## config.mk

```make
export PLATFORM = sky130hd
export DESIGN_NAME = i2c_cmd_sequencer
export DESIGN_NICKNAME = d
export VERILOG_FILES = /design/src/rtl/i2c_seq_pkg.sv /design/src/rtl/i2c_cmd_sequencer_sync_fifo.sv /design/src/rtl/i2c_cmd_sequencer.sv
export SDC_FILE = /design/constraint.sdc
export NUM_CORES = 1
export LEC_CHECK = 0
export ABC_CLOCK_PERIOD_IN_PS = 2750
export CELL_PAD_IN_SITES_DETAIL_PLACEMENT = 0
export CELL_PAD_IN_SITES_GLOBAL_PLACEMENT = 2
export CORE_MARGIN = 2
export CORE_UTILIZATION = 38
export DETAILED_ROUTE_END_ITERATION = 10
export PLACE_DENSITY = 0.79
export SLEW_MARGIN = 0
export SYNTH_ARGS = -nofsm -noshare
export SYNTH_HDL_FRONTEND = slang
export SYNTH_HIERARCHICAL = 1
export SYNTH_SLANG_ARGS = --single-unit
```

## constraint.sdc

```tcl
create_clock -name clk -period 2.75 [get_ports clk]
set_clock_uncertainty 0.2 [all_clocks]
set_input_delay 0.825 -clock clk [delete_from_list [all_inputs] [get_ports clk]]
set_output_delay 0.825 -clock clk [all_outputs]
set_load 0.01 [all_outputs]
```

## src/rtl/i2c_seq_pkg.sv

```systemverilog
// ---------------------------------------------------------------------------
// i2c_seq_pkg : shared types and field layout for the I2C command sequencer
// Rev 1.0
// ---------------------------------------------------------------------------
`default_nettype none

package i2c_seq_pkg;

  typedef enum logic [2:0] {
    IDLE      = 3'd0,
    ISSUE     = 3'd1,
    WAIT_BUSY = 3'd2,
    WAIT_DONE = 3'd3,
    RESP      = 3'd4
  } state_t;

  localparam int CMD_W = 16;
  localparam int RSP_W = 9;

  // Command entry layout: {addr[6:0], rw, wdata[7:0]}
  function automatic logic [CMD_W-1:0] pack_cmd(input logic [6:0] addr,
                                                input logic       rw,
                                                input logic [7:0] wdata);
    return {addr, rw, wdata};
  endfunction

endpackage

`default_nettype wire

```

## src/rtl/i2c_cmd_sequencer_sync_fifo.sv

```systemverilog
// ---------------------------------------------------------------------------
// sync_fifo : single-clock FIFO with show-ahead head and occupancy count
// Rev 1.0
// ---------------------------------------------------------------------------
`default_nettype none

module sync_fifo #(
  parameter int WIDTH = 8,
  parameter int DEPTH = 4
) (
  input  logic                     clk,
  input  logic                     rst_n,
  input  logic                     i_push,
  input  logic [WIDTH-1:0]         i_wdata,
  input  logic                     i_pop,
  output logic [WIDTH-1:0]         o_rdata,
  output logic                     o_full,
  output logic                     o_empty,
  output logic [$clog2(DEPTH):0]   o_count
);

  localparam int            AW     = $clog2(DEPTH);
  localparam logic [AW:0]   c_FULL = (AW+1)'(DEPTH);

  logic [WIDTH-1:0] r_mem [DEPTH];
  logic [AW-1:0]    r_wptr;
  logic [AW-1:0]    r_rptr;
  logic [AW:0]      r_count;
  logic             w_push;
  logic             w_pop;

  assign o_full  = (r_count == c_FULL);
  assign o_empty = (r_count == '0);
  assign o_count = r_count;
  assign o_rdata = r_mem[r_rptr];

  // A full FIFO refuses pushes even when a pop happens in the same cycle
  assign w_push = i_push && !o_full;
  assign w_pop  = i_pop  && !o_empty;

  always_ff @(posedge clk or negedge rst_n) begin
    if (!rst_n) begin
      r_wptr  <= '0;
      r_rptr  <= '0;
      r_count <= '0;
      for (int i = 0; i < DEPTH; i++) begin
        r_mem[i] <= '0;
      end
    end else begin
      if (w_push) begin
        r_mem[r_wptr] <= i_wdata;
        r_wptr        <= r_wptr + 1'b1;
      end
      if (w_pop) begin
        r_rptr <= r_rptr + 1'b1;
      end
      case ({w_push, w_pop})
        2'b10:   r_count <= r_count + 1'b1;
        2'b01:   r_count <= r_count - 1'b1;
        default: r_count <= r_count;
      endcase
    end
  end

endmodule

`default_nettype wire

```

## src/rtl/i2c_cmd_sequencer.sv

```systemverilog
// ---------------------------------------------------------------------------
// i2c_cmd_sequencer : queues host I2C commands, issues them one at a time to
// the bridge and returns one in-order response per command. Rev 1.0
// ---------------------------------------------------------------------------
`default_nettype none

module i2c_cmd_sequencer
  import i2c_seq_pkg::*;
#(
  parameter int CMD_DEPTH = 4,
  parameter int RSP_DEPTH = 4,
  parameter int TIMEOUT   = 4095,
  parameter int CNT_W     = $clog2(TIMEOUT + 1)
) (
  input  logic                         clk,
  input  logic                         rst_n,
  input  logic                         i_cmd_valid,
  output logic                         o_cmd_ready,
  input  logic [6:0]                   i_cmd_addr,
  input  logic                         i_cmd_rw,
  input  logic [7:0]                   i_cmd_wdata,
  output logic                         o_rsp_valid,
  input  logic                         i_rsp_ready,
  output logic [7:0]                   o_rsp_data,
  output logic                         o_rsp_err,
  output logic                         o_i2c_enable,
  output logic [6:0]                   o_i2c_addr,
  output logic                         o_i2c_rw,
  output logic [7:0]                   o_i2c_data_in,
  input  logic [7:0]                   i_i2c_data_out,
  input  logic                         i_i2c_ready,
  output logic                         o_busy,
  output logic [$clog2(CMD_DEPTH):0]   o_cmd_count
);

  localparam logic [CNT_W-1:0] c_TIMEOUT = CNT_W'(TIMEOUT);

  state_t                       r_state;
  logic [CNT_W-1:0]             r_cnt;
  logic                         r_enable;
  logic [6:0]                   r_addr;
  logic                         r_rw;
  logic [7:0]                   r_wdata;
  logic [7:0]                   r_rsp_data;
  logic                         r_rsp_err;

  logic [CMD_W-1:0]             w_cmd_head;
  logic                         w_cmd_full;
  logic                         w_cmd_empty;
  logic [RSP_W-1:0]             w_rsp_head;
  logic                         w_rsp_full;
  logic                         w_rsp_empty;
  logic [$clog2(RSP_DEPTH):0]   w_rsp_cnt_unused;
  logic                         w_issue;
  logic                         w_rsp_push;
  logic                         w_timeout;

  // Issue only when a response slot is already free, so RESP can never stall
  assign w_issue    = (r_state == IDLE) && !w_cmd_empty && i_i2c_ready && !w_rsp_full;
  assign w_rsp_push = (r_state == RESP);
  assign w_timeout  = (r_cnt == c_TIMEOUT);

  sync_fifo #(.WIDTH(CMD_W), .DEPTH(CMD_DEPTH)) u_cmd_fifo (
    .clk     (clk),
    .rst_n   (rst_n),
    .i_push  (i_cmd_valid),
    .i_wdata (pack_cmd(i_cmd_addr, i_cmd_rw, i_cmd_wdata)),
    .i_pop   (w_issue),
    .o_rdata (w_cmd_head),
    .o_full  (w_cmd_full),
    .o_empty (w_cmd_empty),
    .o_count (o_cmd_count)
  );

  sync_fifo #(.WIDTH(RSP_W), .DEPTH(RSP_DEPTH)) u_rsp_fifo (
    .clk     (clk),
    .rst_n   (rst_n),
    .i_push  (w_rsp_push),
    .i_wdata ({r_rsp_data, r_rsp_err}),
    .i_pop   (i_rsp_ready),
    .o_rdata (w_rsp_head),
    .o_full  (w_rsp_full),
    .o_empty (w_rsp_empty),
    .o_count (w_rsp_cnt_unused)
  );

  always_ff @(posedge clk or negedge rst_n) begin
    if (!rst_n) begin
      r_state    <= IDLE;
      r_cnt      <= '0;
      r_enable   <= 1'b0;
      r_addr     <= '0;
      r_rw       <= 1'b0;
      r_wdata    <= '0;
      r_rsp_data <= '0;
      r_rsp_err  <= 1'b0;
    end else begin
      r_enable <= 1'b0;
      case (r_state)
        IDLE: begin
          if (w_issue) begin
            r_addr   <= w_cmd_head[15:9];
            r_rw     <= w_cmd_head[8];
            r_wdata  <= w_cmd_head[7:0];
            r_enable <= 1'b1;
            r_state  <= ISSUE;
          end
        end
        ISSUE: begin
          r_cnt   <= '0;
          r_state <= WAIT_BUSY;
        end
        WAIT_BUSY: begin
          if (!i_i2c_ready) begin
            r_cnt   <= '0;
            r_state <= WAIT_DONE;
          end else if (w_timeout) begin
            r_rsp_data <= '0;
            r_rsp_err  <= 1'b1;
            r_state    <= RESP;
          end else begin
            r_cnt <= r_cnt + 1'b1;
          end
        end
        WAIT_DONE: begin
          if (i_i2c_ready) begin
            r_rsp_data <= r_rw ? i_i2c_data_out : 8'h00;
            r_rsp_err  <= 1'b0;
            r_state    <= RESP;
          end else if (w_timeout) begin
            r_rsp_data <= '0;
            r_rsp_err  <= 1'b1;
            r_state    <= RESP;
          end else begin
            r_cnt <= r_cnt + 1'b1;
          end
        end
        RESP: begin
          r_state <= IDLE;
        end
        default: begin
          r_state <= IDLE;
        end
      endcase
    end
  end

  assign o_cmd_ready   = !w_cmd_full;
  assign o_rsp_valid   = !w_rsp_empty;
  assign o_rsp_data    = w_rsp_head[8:1];
  assign o_rsp_err     = w_rsp_head[0];
  assign o_i2c_enable  = r_enable;
  assign o_i2c_addr    = r_addr;
  assign o_i2c_rw      = r_rw;
  assign o_i2c_data_in = r_wdata;
  assign o_busy        = (r_state != IDLE) || !w_cmd_empty;

endmodule

`default_nettype wire

```

; ---- Word level (Yosys, flattened, before mapping)
; Index checks and enable logic that the tools add are counted.
[op_classes]
bitwise = 4
reduce_logical = 25
eq_ne = 14
magnitude_cmp = 6
add_sub_neg = 9
n_mux = 34
[ops]
columns = cell, count
row1 = 64-bit bitwise mux, 1
row2 = 16-bit 2-to-1 mux, 3
row3 = 36-bit bitwise mux, 1
row4 = 12-bit 2-to-1 mux, 3
row5 = 12-bit case mux with 3 select lines, 1
row6 = 16-bit binary-select mux with 2-bit select, 1
row7 = 16-bit demux with 2-bit select, 1
row8 = 8-bit 2-to-1 mux, 4
row9 = 9-bit 2-to-1 mux, 3
row10 = 9-bit binary-select mux with 2-bit select, 1
row11 = 9-bit demux with 2-bit select, 1
row12 = 8-bit case mux with 2 select lines, 1
row13 = "12-bit by 1-bit adder with 12-bit output, second input constant", 1
row14 = "12-bit equality test, second input constant", 1
row15 = "3-bit greater-or-equal comparator, second input constant", 4
row16 = 3-bit 2-to-1 mux, 4
row17 = 2-bit NOT with 3-bit output, 4
row18 = 3-bit case mux with 2 select lines, 2
row19 = 3-bit case mux with 4 select lines, 1
row20 = "3-bit equality test, second input constant", 3
row21 = 1-bit logical AND, 9
row22 = 3-bit zero test, 3
row23 = "2-bit by 1-bit adder with 2-bit output, second input constant", 4
row24 = "3-bit by 1-bit adder with 3-bit output, second input constant", 2
row25 = other kinds (15), 33
[totals]
in_bits = 29
elab_cells = 114
ff_bits = 155
output_inout_bits = 32

; ---- Logic depth before layout (Yosys ltp)
[logic_depth]
depth_word = 8
ltp_mapped = 12
depth_no_buf = 11

; ---- By module
; Netlist, hierarchy kept.
[by_module_without_submodules]
columns = mod, area_per_inst_um2, cells_per_inst, instances, seq_area_each_um2
row1 = sync_fifo (u_cmd_fifo), 3185.6, 192, 1, 1776.7
row2 = sync_fifo (u_rsp_fifo), 1951.9, 123, 1, 1076.0
row3 = i2c_cmd_sequencer, 1866.8, 157, 1, 1026.0

; ---- Worst setup path before layout
; Ideal clock, no wire load.
[synth_path]
path_kind = input -> register
start = in i_i2c_ready
end = reg u_cmd_fifo.r_count[2], in the netlist u_cmd_fifo/o_count[2]
setup_ns = 0.079
t_arrival_ns = 2.427
path_stages = 10
required_ns = 2.471
path_buffers = 1
path_slack_ns = 0.044
path_cell_list = nand3_2 -> buf_2 -> inv_2 -> o31a_1 -> ha_1 -> inv_1 -> fa_1 -> xor2_1 -> nor2_1 -> xor2_1
[synth_via]
elab_chain_len = 5
word_cells_on_any_way = 7
cone_classes = 2 x eq/ne / 1 x mux / 4 x reduce/logical
[synth_rtl]
columns = item, line_no
row1 = start: declaration, i2c_cmd_sequencer.sv:31  ; input logic i_i2c_ready,
row2 = 1-bit logical AND * (2 in series), i2c_cmd_sequencer.sv:59  ; assign w_issue = (r_state == IDLE) && !w_cmd_empty && i_i2c_ready && !w_rsp_full;
row3 = via w_issue, i2c_cmd_sequencer.sv:54  ; logic w_issue;
row4 = 1-bit logical AND *, i2c_cmd_sequencer_sync_fifo.sv:39  ; assign w_pop = i_pop && !o_empty;
row5 = via u_cmd_fifo.w_pop, i2c_cmd_sequencer_sync_fifo.sv:30  ; logic w_pop;
row6 = 2-bit by 1-bit equality test with 1-bit output / 2-bit equality test (equally long branches), i2c_cmd_sequencer_sync_fifo.sv:57  ; case ({w_push, w_pop})
row7 = 3-bit case mux with 2 select lines / 2-bit nonzero test (equally long branches), -
row8 = end signal: assignment, i2c_cmd_sequencer_sync_fifo.sv:58  ; 2'b10: r_count <= r_count + 1'b1;
row9 = end signal: assignment, i2c_cmd_sequencer_sync_fifo.sv:59  ; 2'b01: r_count <= r_count - 1'b1;
row10 = end signal: assignment, i2c_cmd_sequencer_sync_fifo.sv:60  ; default: r_count <= r_count;
row11 = end: declaration, i2c_cmd_sequencer_sync_fifo.sv:28  ; logic [AW:0] r_count;
; The timed path passes the listed nets; every way through them passes the cells marked *.
; A chain may end at the register's enable or synchronous reset.

; ---- Worst setup path after layout
[layout_path]
start = reg u_rsp_fifo.r_rptr[0]
end = out o_rsp_data[1]
[layout_via]
elab_chain_len = 4
[layout_rtl]
columns = item, line_no
row1 = start: declaration, i2c_cmd_sequencer_sync_fifo.sv:27  ; logic [AW-1:0] r_rptr;
row2 = start signal: assignment, i2c_cmd_sequencer_sync_fifo.sv:55  ; r_rptr <= r_rptr + 1'b1;
row3 = 2-bit NOT with 3-bit output (not written as such), i2c_cmd_sequencer_sync_fifo.sv:35  ; assign o_rdata = r_mem[r_rptr];
row4 = 9-bit binary-select mux with 2-bit select, i2c_cmd_sequencer_sync_fifo.sv:35
row5 = 9-bit 2-to-1 mux (not written as such) (2 in series), i2c_cmd_sequencer_sync_fifo.sv:35
row6 = end: declaration, i2c_cmd_sequencer.sv:24  ; output logic [7:0] o_rsp_data,
; No other way between the ends. The select of a mux whose other input is x is not followed.

==> metrics.txt <==
# TYPE chip_impl_metric gauge
chip_impl_metric{name="sequential_fraction_of_the_synthesis_area",unit="%"} 55.4
chip_impl_metric{name="largest_vdd_supply_drop",unit="mV"} 0.566
chip_impl_metric{name="final_core_utilization",unit="%"} 48.4
chip_impl_metric{name="synth.cell_area",unit="um^2"} 7000
chip_impl_metric{name="synth.net_count",unit=""} 514
chip_impl_metric{name="starting_density_of_the_core",unit="%"} 38.9
chip_impl_metric{name="std_cell_rows",unit=""} 49
chip_impl_metric{name="dr.pass1.iters",unit=""} 4
chip_impl_metric{name="fill_cells",unit=""} 1582
chip_impl_metric{name="max_freq",unit="GHz"} 0.376
chip_impl_metric{name="first_global_vias",unit=""} 4636
chip_impl_metric{name="die-width",unit="um"} 140
chip_impl_metric{name="cts_sinks",unit=""} 155
chip_impl_metric{name="worst-endpoint-required",unit="ns"} 1.73
chip_impl_info{name="critical_path.startpoint",value="u_rsp_fifo/r_rptr[0]$_DFFE_PN0P_"} 1
chip_impl_metric{name="m1WireLength",unit="um"} 6650
chip_impl_metric{name="grt_antenna_before_repair",unit=""} 0
chip_impl_metric{name="drt-wirelength-per-cell",unit="um"} 17.6
chip_impl_metric{name="wl_met3",unit="um"} 555
chip_impl_metric{name="tritoncts.num_buffers",unit=""} 17
chip_impl_metric{name="drt_wl_total",unit="um"} 14200
chip_impl_metric{name="dp_cells",unit=""} 776
chip_impl_metric{name="finalSetupViolations",unit=""} 0
chip_impl_metric{name="die_h",unit="um"} 140
chip_impl_metric{name="fin_nets",unit=""} 609
chip_impl_metric{name="p_per_area",unit="nW/um^2"} 1110
chip_impl_metric{name="synth_enable_flop_cells",unit=""} 0
chip_impl_metric{name="cts_buffer_depth",unit=""} 2
chip_impl_info{name="final_common_cell",value="sky130_fd_sc_hd__dfrtp_1"} 1
chip_impl_metric{name="met2WireLength",unit="um"} 6880
chip_impl_metric{name="finalWeightedCongestion",unit=""} 0.738
chip_impl_info{name="topRoutingLayerUsed",value="met4"} 1
chip_impl_metric{name="core-area",unit="um^2"} 18000
chip_impl_metric{name="power.leakage",unit="nW"} 3.87
chip_impl_metric{name="register_area",unit="um^2"} 3880
chip_impl_metric{name="port_buffer_count",unit=""} 60
chip_impl_metric{name="final-hold-violation-count",unit=""} 0
chip_impl_info{name="r2r-end",value="u_rsp_fifo/o_count[2]$_DFFE_PN0P_"} 1
chip_impl_metric{name="worstRegToRegCells",unit=""} 8
chip_impl_metric{name="post-route-cell-area",unit="um^2"} 8720
chip_impl_metric{name="area_growth",unit="%"} 24.5
chip_impl_metric{name="gr-total-overflow",unit=""} 0
chip_impl_metric{name="clk-insertion-delay-late",unit="ns"} 0.42
chip_impl_info{name="clock_tree.root_cell",value="sky130_fd_sc_hd__clkbuf_16"} 1
chip_impl_metric{name="grt_pass1_wl",unit="um"} 24400
chip_impl_metric{name="drive_gt1_share",unit="%"} 39.5
chip_impl_info{name="commonest_cells_after_routing_fill_and_taps_aside",value="sky130_fd_sc_hd__dfrtp_1, sky130_fd_sc_hd__mux2_2, sky130_fd_sc_hd__clkdlybuf4s50_1, sky130_fd_sc_hd__mux4_2, sky130_fd_sc_hd__buf_4"} 1
chip_impl_metric{name="cp_data_arrival_time",unit="ns"} 1.64
chip_impl_info{name="setup.worst_path.end_class",value="output pin"} 1
chip_impl_metric{name="antenna_cells_inserted",unit=""} 0
chip_impl_metric{name="post-dp-hpwl",unit="um"} 9530
chip_impl_metric{name="min_period_over_period",unit="%"} 96.8
chip_impl_metric{name="drv_slew",unit=""} 0
chip_impl_metric{name="drv_cap",unit=""} 0
chip_impl_metric{name="viasPerCell",unit=""} 5.14
chip_impl_metric{name="post-route-min-period",unit="ns"} 2.66
chip_impl_metric{name="drt-initial-drc-count",unit=""} 144
chip_impl_info{name="start_kind",value="flip-flop"} 1
chip_impl_metric{name="slew_headroom",unit="%"} 58.4
chip_impl_metric{name="tightest_slew",unit="ns"} 0.623
chip_impl_info{name="worst-setup-path-type",value="flip-flop to output pin"} 1
chip_impl_metric{name="multi_input_area",unit="um^2"} 2960
chip_impl_metric{name="number_of_unique_standard_cell_types_used_by_synthesis",unit=""} 56
chip_impl_info{name="regToRegStartpoint",value="u_rsp_fifo/o_count[0]$_DFFE_PN0P_"} 1
chip_impl_metric{name="ys_async_sr_fraction",unit="%"} 100
chip_impl_metric{name="timing.reg2reg.setup_slack",unit="ns"} 0.27
chip_impl_metric{name="worst_setup_hold_path_clk_slew",unit="ns"} 0.06
chip_impl_metric{name="post_synth.cell_area_avg",unit="um^2"} 14.8
chip_impl_metric{name="drc",unit=""} 0
chip_impl_metric{name="grt_util_all_layers",unit="%"} 16.0
chip_impl_metric{name="io_pins",unit=""} 61
chip_impl_metric{name="post_synth_inst_count",unit=""} 472
chip_impl_metric{name="finalSetupTns",unit="ns"} 0
chip_impl_metric{name="cts_hold_buffers",unit=""} 0
chip_impl_info{name="hold_class",value="primary input to async pin"} 1
chip_impl_metric{name="antenna_left",unit=""} 0
chip_impl_info{name="synth_top_flop_cell",value="sky130_fd_sc_hd__dfrtp_1"} 1
chip_impl_info{name="timing.critical_path.to",value="o_rsp_data[1]"} 1
chip_impl_metric{name="fin_cells",unit=""} 809
chip_impl_metric{name="h_tree_depth",unit=""} 4
chip_impl_metric{name="report.power.total",unit="W"} 0.00969
chip_impl_metric{name="placed_area",unit="um^2"} 8130
chip_impl_metric{name="synthesis.yosys.warnings",unit=""} 6
chip_impl_info{name="status",value="complete, no violations"} 1
chip_impl_metric{name="grt_start_max_net_pins",unit=""} 64
chip_impl_info{name="tritoncts_clock_tree",value="done"} 1
chip_impl_info{name="rsz0062_at_grt",value="false"} 1
chip_impl_metric{name="fp.dieArea",unit="um^2"} 19500
chip_impl_metric{name="route.vias.total",unit=""} 4159
chip_impl_metric{name="path_max_fanout",unit=""} 7
chip_impl_metric{name="synth.ff_latch_count",unit=""} 155
kinds of logic (layout without fill, tap and decap cells):
kind of cell | Yosys count | after routing | synth area share [%]
flip-flops | 155 | 155 | 55.4
adder cells (fa/ha/maj) | 13 | 13 | 2.54
buffers and inverters | 33 | 141 | 2.38
XOR/XNOR | 12 | 12 | 1.50
multiplexers | 145 | 145 | 27.3
AO/OA/AOI/OAI | 42 | 42 | 4.50
AND/OR/NAND/NOR | 72 | 72 | 6.41
cells in the mapped netlist, drive strengths merged, types with 2 or more instances:
library cell  number  area, um^2
mux4              25         563
xnor2              6        52.6
nand2             18        67.6
ha                11         138
a22o               8        70.1
o31ai              5        42.5
mux2             118        1330
nand2b             2        12.5
dfrtp            155        3880
fa                 2        40.0
nor2              18        87.6
nand3              8        45.0
a21oi              9        48.8
o22ai              2        12.5
inv               19        71.3
nor3               6        46.3
mux2i              2        20.0
and2               5        33.8
nand4              3        31.3
buf               11        73.8
nor3b              2        31.3
o22a               2        17.5
o21ai              4        20.0
a2bb2oi            3        26.3
xor2               6        52.6
clkbuf             3        21.3
o31a               2        18.8
and3               3        18.8
a31oi              2        12.5
flip-flops by register name, indices dropped and copies added, names as in the netlist:
name,cells
o_i2c_enable,1
u_rsp_fifo/r_rptr,2
u_rsp_fifo/r_wptr,2
r_state,3
u_cmd_fifo/r_wptr,2
u_cmd_fifo/o_count,3
o_i2c_data_in,8
r_rsp_data,8
r_cnt,12
u_cmd_fifo/r_rptr,2
o_i2c_rw,1
u_cmd_fifo/r_mem,64
u_rsp_fifo/r_mem,36
u_rsp_fifo/o_count,3
o_i2c_addr,7
r_rsp_err,1
power breakdown:
| group | internal [W] | total [W] | switching (W) |
|---|---|---|---|
| registers | 0.00319 | 0.00377 | 0.000575 |
| clock network | 0.00145 | 0.00244 | 0.000987 |
| logic | 0.00205 | 0.00348 | 0.00143 |
| total | 0.00670 | 0.00969 | 0.00299 |
per-stage QoR:
step | hold WS (ns) | worst slack [ns]
3_5_place_dp | 0.280 | -0.275
2_1_floorplan | 0.275 | 0.0439
6_report | 0.107 | 0.0871
4_1_cts | 0.112 | 0.00688
5_1_grt | 0.129 | 0.00972
3_3_place_gp | 0.277 | -0.180
layout make-up:
class / instances / area share [%]
clock buffers: 18 / 4.92
clock inverters: 14 / 2.15
multi-input cells: 284 / 34.0
inverters: 19 / 0.818
repair buffers: 90 / 10.3
flip-flops and latches: 155 / 44.5
well taps: 229 / 3.29
what timing repair did:
item                                    in CTS  in global routing
endpoints found under the setup margin      10                  3
resized for setup                           38                  4
setup buffers                                1                  0
pin swaps                                    0                  0
worst min path at each step:
stage	slack, ns	from	endpoint
floorplan	0.28	u_cmd_fifo/r_mem[16]$_DFFE_PN0P_	u_cmd_fifo/r_mem[16]$_DFFE_PN0P_
global placement	0.28	o_i2c_data_in[6]$_DFFE_PN0P_	o_i2c_data_in[6]$_DFFE_PN0P_
detailed placement	0.28	o_i2c_addr[6]$_DFFE_PN0P_	o_i2c_addr[6]$_DFFE_PN0P_
CTS	0.11	rst_n	r_cnt[6]$_DFFE_PN0P_
global route	0.13	rst_n	u_cmd_fifo/r_mem[26]$_DFFE_PN0P_
finish	0.11	rst_n	r_cnt[6]$_DFFE_PN0P_
worst max-delay path, cell delays in order (launching register included):
cell and delay (ns):
sky130_fd_sc_hd__dfrtp_1 0.40, sky130_fd_sc_hd__buf_12 0.15, sky130_fd_sc_hd__mux4_2 0.51, sky130_fd_sc_hd__buf_2 0.16
layer usage:
layer	vias to the layer above	track usage (%)
met5	-	0
met4	0	4.74
met3	12	4.51
met2	69	26.0
met1	2165	21.0
li1	1913	-
Power figures use the tool's default switching activity.
